[config.mk]
export PLATFORM = sky130hd
export DESIGN_NAME = bus_flag_monitor
export DESIGN_NICKNAME = d
export VERILOG_FILES = /design/src/rtl/bus_flag_monitor.sv
export SDC_FILE = /design/constraint.sdc
export NUM_CORES = 1
export LEC_CHECK = 0
export CAP_MARGIN = 15
export CORE_MARGIN = 2
export CORE_UTILIZATION = 40
export DETAILED_ROUTE_END_ITERATION = 6
export PLACE_DENSITY = 0.81
export RECOVER_POWER = 50
export SETUP_SLACK_MARGIN = 0.2
export SYNTH_ARGS = -nofsm -noshare
export SYNTH_HDL_FRONTEND = slang
export SYNTH_SLANG_ARGS = --single-unit
export TNS_END_PERCENT = 50
[constraint.sdc]
create_clock -name clk -period 4.5 [get_ports clk]
set_input_delay 0.9 -clock clk [delete_from_list [all_inputs] [get_ports clk]]
set_output_delay 0.9 -clock clk [all_outputs]
set_load 0.005 [all_outputs]
[src/rtl/bus_flag_monitor.sv]
// bus_flag_monitor
//   Passive checker for a shared tri-state bus and an N/Z/P condition-code
//   register. It never drives the bus. Each cycle it looks for four kinds of
//   error:
//     code 1  more than one driver enabled
//     code 2  the bus differs from the data of the single enabled driver
//     code 3  N/Z/P differs from the value the previous cycle's flag_we
//             predicted from the bus
//     code 4  more than one of N/Z/P high
//   Each error kind has a sticky flag. A saturating counter counts the cycles
//   that contain at least one error. The first error seen is captured, with
//   the lowest code winning on a tie.
//
// Ports
//   clk, rst        clock, synchronous active-high reset
//   drv_ena         per-driver enable, bit i enables driver i
//   drv_data        driver i word at [i*WIDTH +: WIDTH]
//   bus             resolved bus value
//   flag_we         condition-code write enable
//   n, z, p         condition-code flags under test
//   clear           zeroes sticky errors, counter, capture and expectation
//   err_multi/err_bus/err_flag/err_nzp   sticky error flags
//   err_count       saturating count of error cycles
//   first_valid/first_code/first_drv/first_data   first-error record
module bus_flag_monitor #(
  parameter int WIDTH   = 16,
  parameter int NUM_DRV = 4,
  parameter int CNT_W   = 8
) (
  input  logic                     clk,
  input  logic                     rst,
  input  logic [NUM_DRV-1:0]       drv_ena,
  input  logic [NUM_DRV*WIDTH-1:0] drv_data,
  input  logic [WIDTH-1:0]         bus,
  input  logic                     flag_we,
  input  logic                     n,
  input  logic                     z,
  input  logic                     p,
  input  logic                     clear,
  output logic                     err_multi,
  output logic                     err_bus,
  output logic                     err_flag,
  output logic                     err_nzp,
  output logic [CNT_W-1:0]         err_count,
  output logic                     first_valid,
  output logic [2:0]               first_code,
  output logic [3:0]               first_drv,
  output logic [WIDTH-1:0]         first_data
);

  localparam logic [CNT_W-1:0] CNT_MAX = '1;

  // Detection, all combinational on the current cycle's inputs
  logic [4:0]       ena_cnt;
  logic [3:0]       sel_idx;
  logic [WIDTH-1:0] sel_data;
  logic [1:0]       nzp_sum;
  logic             det_multi, det_bus, det_flag, det_nzp, det_any;
  logic [2:0]       det_code;

  // Registered state
  logic             err_multi_q, err_multi_d;
  logic             err_bus_q,   err_bus_d;
  logic             err_flag_q,  err_flag_d;
  logic             err_nzp_q,   err_nzp_d;
  logic [CNT_W-1:0] cnt_q,       cnt_d;
  logic             fv_q,        fv_d;
  logic [2:0]       fcode_q,     fcode_d;
  logic [3:0]       fdrv_q,      fdrv_d;
  logic [WIDTH-1:0] fdata_q,     fdata_d;
  logic             exp_valid_q, exp_valid_d;
  logic [2:0]       exp_nzp_q,   exp_nzp_d;

  always_comb begin
    ena_cnt  = '0;
    sel_idx  = '0;
    sel_data = '0;
    for (int i = 0; i < NUM_DRV; i++) begin
      if (drv_ena[i]) begin
        ena_cnt  = ena_cnt + 5'd1;
        sel_idx  = 4'(i);
        sel_data = drv_data[i*WIDTH +: WIDTH];
      end
    end

    nzp_sum   = {1'b0, n} + {1'b0, z} + {1'b0, p};
    det_multi = (ena_cnt > 5'd1);
    // With no driver enabled the bus floats, so it is left unchecked.
    det_bus   = (ena_cnt == 5'd1) && (bus != sel_data);
    det_flag  = exp_valid_q && ({n, z, p} != exp_nzp_q);
    det_nzp   = (nzp_sum > 2'd1);
    det_any   = det_multi | det_bus | det_flag | det_nzp;

    if (det_multi)     det_code = 3'd1;
    else if (det_bus)  det_code = 3'd2;
    else if (det_flag) det_code = 3'd3;
    else               det_code = 3'd4;
  end

  always_comb begin
    err_multi_d = err_multi_q | det_multi;
    err_bus_d   = err_bus_q   | det_bus;
    err_flag_d  = err_flag_q  | det_flag;
    err_nzp_d   = err_nzp_q   | det_nzp;
    cnt_d       = cnt_q;
    fv_d        = fv_q;
    fcode_d     = fcode_q;
    fdrv_d      = fdrv_q;
    fdata_d     = fdata_q;
    // Each flag_we predicts the flags for the next cycle only; a later
    // flag_we simply overwrites the prediction.
    exp_valid_d = flag_we;
    exp_nzp_d   = {bus[WIDTH-1], bus == '0, !bus[WIDTH-1] && (bus != '0)};

    if (det_any && (cnt_q != CNT_MAX)) cnt_d = cnt_q + 1'b1;

    if (det_any && !fv_q) begin
      fv_d    = 1'b1;
      fcode_d = det_code;
      fdrv_d  = (det_code == 3'd2) ? sel_idx : 4'd0;
      fdata_d = bus;
    end

    // clear wins over anything detected in the same cycle.
    if (clear) begin
      err_multi_d = 1'b0;
      err_bus_d   = 1'b0;
      err_flag_d  = 1'b0;
      err_nzp_d   = 1'b0;
      cnt_d       = '0;
      fv_d        = 1'b0;
      fcode_d     = '0;
      fdrv_d      = '0;
      fdata_d     = '0;
      exp_valid_d = 1'b0;
    end
  end

  // Reset also drops any pending expectation, so the first cycle after reset
  // is never flag-checked.
  always_ff @(posedge clk) begin
    if (rst) begin
      err_multi_q <= 1'b0;
      err_bus_q   <= 1'b0;
      err_flag_q  <= 1'b0;
      err_nzp_q   <= 1'b0;
      cnt_q       <= '0;
      fv_q        <= 1'b0;
      fcode_q     <= '0;
      fdrv_q      <= '0;
      fdata_q     <= '0;
      exp_valid_q <= 1'b0;
      exp_nzp_q   <= '0;
    end else begin
      err_multi_q <= err_multi_d;
      err_bus_q   <= err_bus_d;
      err_flag_q  <= err_flag_d;
      err_nzp_q   <= err_nzp_d;
      cnt_q       <= cnt_d;
      fv_q        <= fv_d;
      fcode_q     <= fcode_d;
      fdrv_q      <= fdrv_d;
      fdata_q     <= fdata_d;
      exp_valid_q <= exp_valid_d;
      exp_nzp_q   <= exp_nzp_d;
    end
  end

  assign err_multi   = err_multi_q;
  assign err_bus     = err_bus_q;
  assign err_flag    = err_flag_q;
  assign err_nzp     = err_nzp_q;
  assign err_count   = cnt_q;
  assign first_valid = fv_q;
  assign first_code  = fcode_q;
  assign first_drv   = fdrv_q;
  assign first_data  = fdata_q;

endmodule

# After elaboration in Yosys (flattened, before gate mapping)
# Index checks and enable logic that the tools add are counted.
[op_classes]
n_addsub = 6
n_lt_le_gt_ge = 2
n_eq_ne = 5
mux = 15
n_bitwise = 7
n_reduce_logical = 10
[ops]
columns = ["operator", "n"]
rows = [
  ["$mux 16", 4],
  ["$logic_not 16->1", 1],
  ["$ne 16x16->1", 1],
  ["$reduce_bool 16->1", 1],
  ["$add 5x1->5 const B", 3],
  ["$mux 5", 3],
  ["$mux 4", 3],
  ["$mux 3", 3],
  ["$add 8x1->8 const B", 1],
  ["$ne 8x8->1 const B", 1],
  ["$or 1x1->1", 7],
  ["$eq 5x1->1 const B", 1],
  ["$gt 5x1->1 const B", 1],
  ["$logic_and 1x1->1", 5],
  ["$eq 3x2->1 const B", 1],
  ["$ne 3x3->1", 1],
  ["$add 1x1->2", 1],
  ["$add 2x1->2", 1],
  ["$gt 2x1->1 const B", 1],
  ["$logic_not 1->1", 2],
  ["$mux 1", 2],
  ["$reduce_or 2->1", 1],
]
[word_totals]
ff_bits = 40

# Longest topological paths before layout
[depth]
word_depth = 13
ltp_mapped = 15
ltp_nobuf = 12

# Worst setup path after synthesis
# No wires, ideal clock.
[synth_path]
path_kind = "input to register"
start = "input port drv_ena[1]"
end = "register cnt_q[5] (netlist: err_count[5])"
setup_time_ns = 0.071
t_arrival_ns = 3.493
path_slack_ns = 0.937
stages = 14
path_buffers = 3
path_cell_list = "buf_6 -> buf_2 -> inv_1 -> ha_1 -> xor2_1 -> ha_1 -> xnor2_1 -> nor2_1 -> a21oi_1 -> or3_1 -> o21bai_2 -> buf_4 -> or3_1 -> a21oi_1"
[synth_between]
elab_chain_cells = 11
word_cells_on_any_way = 16
classes_between = "2 x add/sub; 1 x order compare; 2 x eq/ne; 6 x mux; 3 x bitwise; 2 x reduce/logical"
[synth_lines]
columns = ["item", "line_no", "source"]
rows = [
  ["start, declared", "32", "input logic [NUM_DRV-1:0] drv_ena,"],
  ["branches (longest 7 deep; another with $add 5x1->5)", "n/a", ""],
  ["$or 1x1->1 * (3 in series)", "92", "det_any = det_multi | det_bus | det_flag | det_nzp;"],
  ["$logic_and 1x1->1 *", "115", "if (det_any && (cnt_q != CNT_MAX)) cnt_d = cnt_q + 1'b1;"],
  ["end signal, assigned", "159", "cnt_q <= cnt_d;"],
  ["end, declared", "66", "logic [CNT_W-1:0] cnt_q, cnt_d;"],
]
# Mark *: on every way between the ends.
# A chain may end at the register's enable or synchronous reset.

# Final worst setup path
[layout_path]
start = "input port drv_ena[1]"
end = "register fdata_q[13] (netlist: first_data[13])"
[layout_between]
elab_chain_cells = 11
word_cells_on_any_way = 16
classes_between = "2 x add/sub; 1 x order compare; 2 x eq/ne; 6 x mux; 3 x bitwise; 2 x reduce/logical"
[layout_lines]
columns = ["item", "line_no", "source"]
rows = [
  ["branches (longest 7 deep; another with $add 5x1->5)", "n/a", ""],
  ["$or 1x1->1 * (3 in series)", "92", ""],
  ["$logic_and 1x1->1 *", "117", "if (det_any && !fv_q) begin"],
  ["end signal, assigned", "163", "fdata_q <= fdata_d;"],
  ["end, declared", "70", "logic [WIDTH-1:0] fdata_q, fdata_d;"],
]
# Marks and branches as above.

==> impl_metrics.py <==
metrics = {
    "run_status": {
        "outcome": "completed",
    },
    "timing": {
        "maxSlewViolCount": 0,
        "fmax_ghz": 0.2597,
        "worstMarginPinSlew_ps": 1476,
        "period_minus_slack_ps": 3851,
        "fin_crit_sh": 0.8558,
        "setup_tns_ps": 0,
        "rsz0062_at_grt": "false",
        "maxSlewHeadroom": 0.01587,
        "finClkSkew_ps": 5.670,
        "setup_violations": 0,
        "hold-worst-slack_ps": 462.3,
        "final_hold_viol_count": 0,
    },
    "detailed_routing": {
        "dr_total_vias": 2648,
        "routed.top_layer": "met4",
        "wl_met3_microns": 736,
        "wl_met1_mm": 3.033,
        "antenna_left": 0,
        "drtIter0Drc": 171,
        "wl_per_cell_microns": 17.25,
        "wl_met2_mm": 4.251,
        "dr.pass1.iters": 4,
        "drc": 0,
        "via_per_inst": 5.517,
        "drt-total-wl_mm": 8.282,
    },
    "synth": {
        "synth_top_area_share": 0.3089,
        "synth_common_cells": "dfxtp_1 (38), nand2_1 (36), nor2_1 (32)",
        "synthTopCellsByArea": "dfxtp_1 (31%), a221oi_2 (7.9%), mux2i_1 (6.5%)",
        "synth_top_cell_by_area": "dfxtp_1",
        "yosysWarnings": 0,
        "ys_seq_elements": 38,
        "ys_seq_area_frac": 0.3089,
        "synth.most_common_cell": "dfxtp_1",
        "synthArstFlopShare": 0,
        "synth_edf_count": 0,
        "synthCells": 286,
        "synth.cell_area_sq_mm": 0.002462,
        "ys_types": 50,
        "synth_ff_type": "dfxtp_1",
        "syn_avg_cell_area_sq_um": 8.610,
    },
    "floorplanning": {
        "rows": 28,
        "pin_count": 127,
        "dieArea_sq_mm": 0.006800,
        "fp.dieW_microns": 82.46,
        "coreArea_sq_mm": 0.005921,
        "die_height_microns": 82.46,
        "initial_core_util": 0.4159,
    },
    "clock_network": {
        "cts_hold_buf": 0,
        "cts_buffers": 5,
        "cts_root_buffer": "clkbuf_8",
        "post_cts_resized": 0,
        "clk_pin_slew_worst_paths_ps": 70,
        "clock-sinks": 38,
        "clock_latency_ps": 290,
        "clk_path_buf_depth": 2,
        "cts_htree_levels": 2,
        "tritoncts": "yes",
        "post-cts-setup-buffer-count": 0,
    },
    "critical_path": {
        "cp_common_cell": "ha_1",
        "r2r_start": "exp_nzp_q[0]$_SDFF_PP0_",
        "worstPathRequired_ps": 4720,
        "slowest_stage": "clkdlybuf4s50_1",
        "worstPathCellList": "clkdlybuf4s50_1, inv_1, ha_1, xor2_1, ha_1, xnor2_1, nor2_1, a21oi_1, or3_1, nor2_8, nor2_4, mux2i_1",
        "reg2reg_to": "err_count[5]$_SDFFE_PP0P_",
        "r2r_cells": 6,
        "crit_arrival_ps": 4070,
        "cpPeakStageDelay_ps": 640,
        "path_class": "input pin to flop",
        "cp_max_fo": 16,
        "end_kind": "flop",
        "r2r_setup_slack_ps": 2440,
        "cp-start-kind": "input pin",
    },
    "min_path": {
        "worst_hold_path_type": "flop to flop",
        "hold_path_depth": 2,
        "hold_path_startpoint": "first_code[1]$_SDFFE_PP0P_",
        "min_to": "first_code[1]$_SDFFE_PP0P_",
    },
    "job": {
        "maxCapViolations": 0,
    },
    "power_and_ir_drop": {
        "fin_total_pwr_w": 0.0009438,
        "peakVddDrop_mv": 0.1573,
        "leakagePower_nw": 1.520,
        "p_per_area_mw_per_mm2": 248.1,
    },
    "layout": {
        "diodes": 0,
        "seq_area_sq_um": 760.7,
        "nFillCells": 529,
        "final_nets": 501,
        "multiInputGateArea_sq_mm": 0.001533,
        "final_cells": 480,
        "drive_gt1_frac": 0.09630,
        "syn_to_final_growth_pct": 54.52,
    },
    "global_route": {
        "grt_usage": 0.2497,
        "grt_pass1_vias": 2614,
        "antenna_found_initial": 0,
        "grt_max_degree": 37,
        "globalRoute.totalOverflow": 0,
        "grt_pass1_wl_mm": 12.63,
    },
    "placement": {
        "dp_hpwl_mm": 6.659,
        "gp_congestion": 0.8567,
        "place_inst": 473,
        "port_buffers": 124,
    },
}
-- through the flow --
| stage | utilization | instance area (sq um) | setup WS [ps] |
|---|---|---|---|
| global route | 0.6426 | 3805 | 376.9 |
| detailed placement | 0.6243 | 3696 | 348.9 |
| CTS | 0.6433 | 3809 | 660.1 |
| finish | 0.6426 | 3805 | 649.1 |
| floorplan | - | 2466 | 936.9 |
| global placement | 0.6243 | 3696 | 447.9 |
-- critical path, delay by kind of cell --
| kind | cells | cell delay (ps) |
|---|---|---|
| compound gates | 1 | 390 |
| buf+inv | 2 | 740 |
| mux | 1 | 250 |
| simple gates | 4 | 920 |
| xor+xnor | 2 | 350 |
| fa+ha+maj | 2 | 530 |
-- power by group --
group / leakage, nW / internal, W / switching, W / total [W]
Sequential: 0.310 / 0.000352 / 0.0000113 / 0.000363
Combinational: 1.15 / 0.000155 / 0.000131 / 0.000286
Clock: 0.0573 / 0.000177 / 0.000118 / 0.000295
Total: 1.52 / 0.000684 / 0.000260 / 0.000944
-- cells in the final DEF, fill, tap and decap left out, drive strengths merged, types with 3 or more instances in the layout --
cell type	netlist	routed
a21oi	14	14
a221oi	16	16
buf	13	5
clkbuf	6	7
clkdlybuf4s50	0	92
dfxtp	38	38
dlygate4sd3	0	32
ha	5	5
inv	6	6
mux2i	16	16
nand2	36	36
nand3	9	9
nand4	4	4
nor2	34	34
nor3	7	7
nor4	9	9
o21a	3	3
o21ai	13	13
o22ai	13	13
o31a	5	5
or3	5	5
xnor2	10	10
xor2	5	5
-- layout make-up --
type	count	share of cell area
Sequential cell	38	0.1999
Multi-Input combinational cell	224	0.4028
Clock buffer	6	0.02170
Inverter	6	0.005919
Tap cell	75	0.02466
Clock inverter	1	0.007892
Timing Repair Buffer	130	0.3371
-- kinds of logic (layout without fill, tap and decap cells) --
family                     after synthesis  count (layout)  share of synthesized area
buffers and inverters                   25             143                    0.07215
and+or+nand+nor                        116             116                     0.2332
muxes                                   16              16                    0.06504
other                                    1               2                   0.001523
DFF                                     38              38                     0.3089
adders and majority gates                5               5                    0.02541
AOI/OAI and AO/OA                       70              70                     0.2404
xor gates and xnor gates                15              15                    0.05335
-- worst max path at each step --
stage | slack (ps) | start | end
2_1_floorplan | 940 | drv_ena[1] | err_count[5]$_SDFFE_PP0P_
3_3_place_gp | 450 | drv_ena[3] | err_count[4]$_SDFFE_PP0P_
3_5_place_dp | 350 | drv_ena[1] | first_data[12]$_SDFFE_PP0P_
4_1_cts | 660 | drv_ena[3] | err_count[5]$_SDFFE_PP0P_
5_1_grt | 380 | drv_ena[3] | err_count[5]$_SDFFE_PP0P_
6_report | 650 | drv_ena[1] | first_data[13]$_SDFFE_PP0P_
-- routing by layer --
layer / vias to the layer above / track usage
li1: 1277 / -
met1: 1221 / 0.2637
met2: 126 / 0.4532
met3: 24 / 0.07391
met4: 0 / 0.1133
met5: - / 0
-- state kept, by name (all words and copies together) (netlist names), 2 cells and up --
signal      flops
first_data     16
exp_nzp_q       3
first_drv       2
first_code      3
err_count       8
No activity file was read; power rests on OpenSTA's default activity.
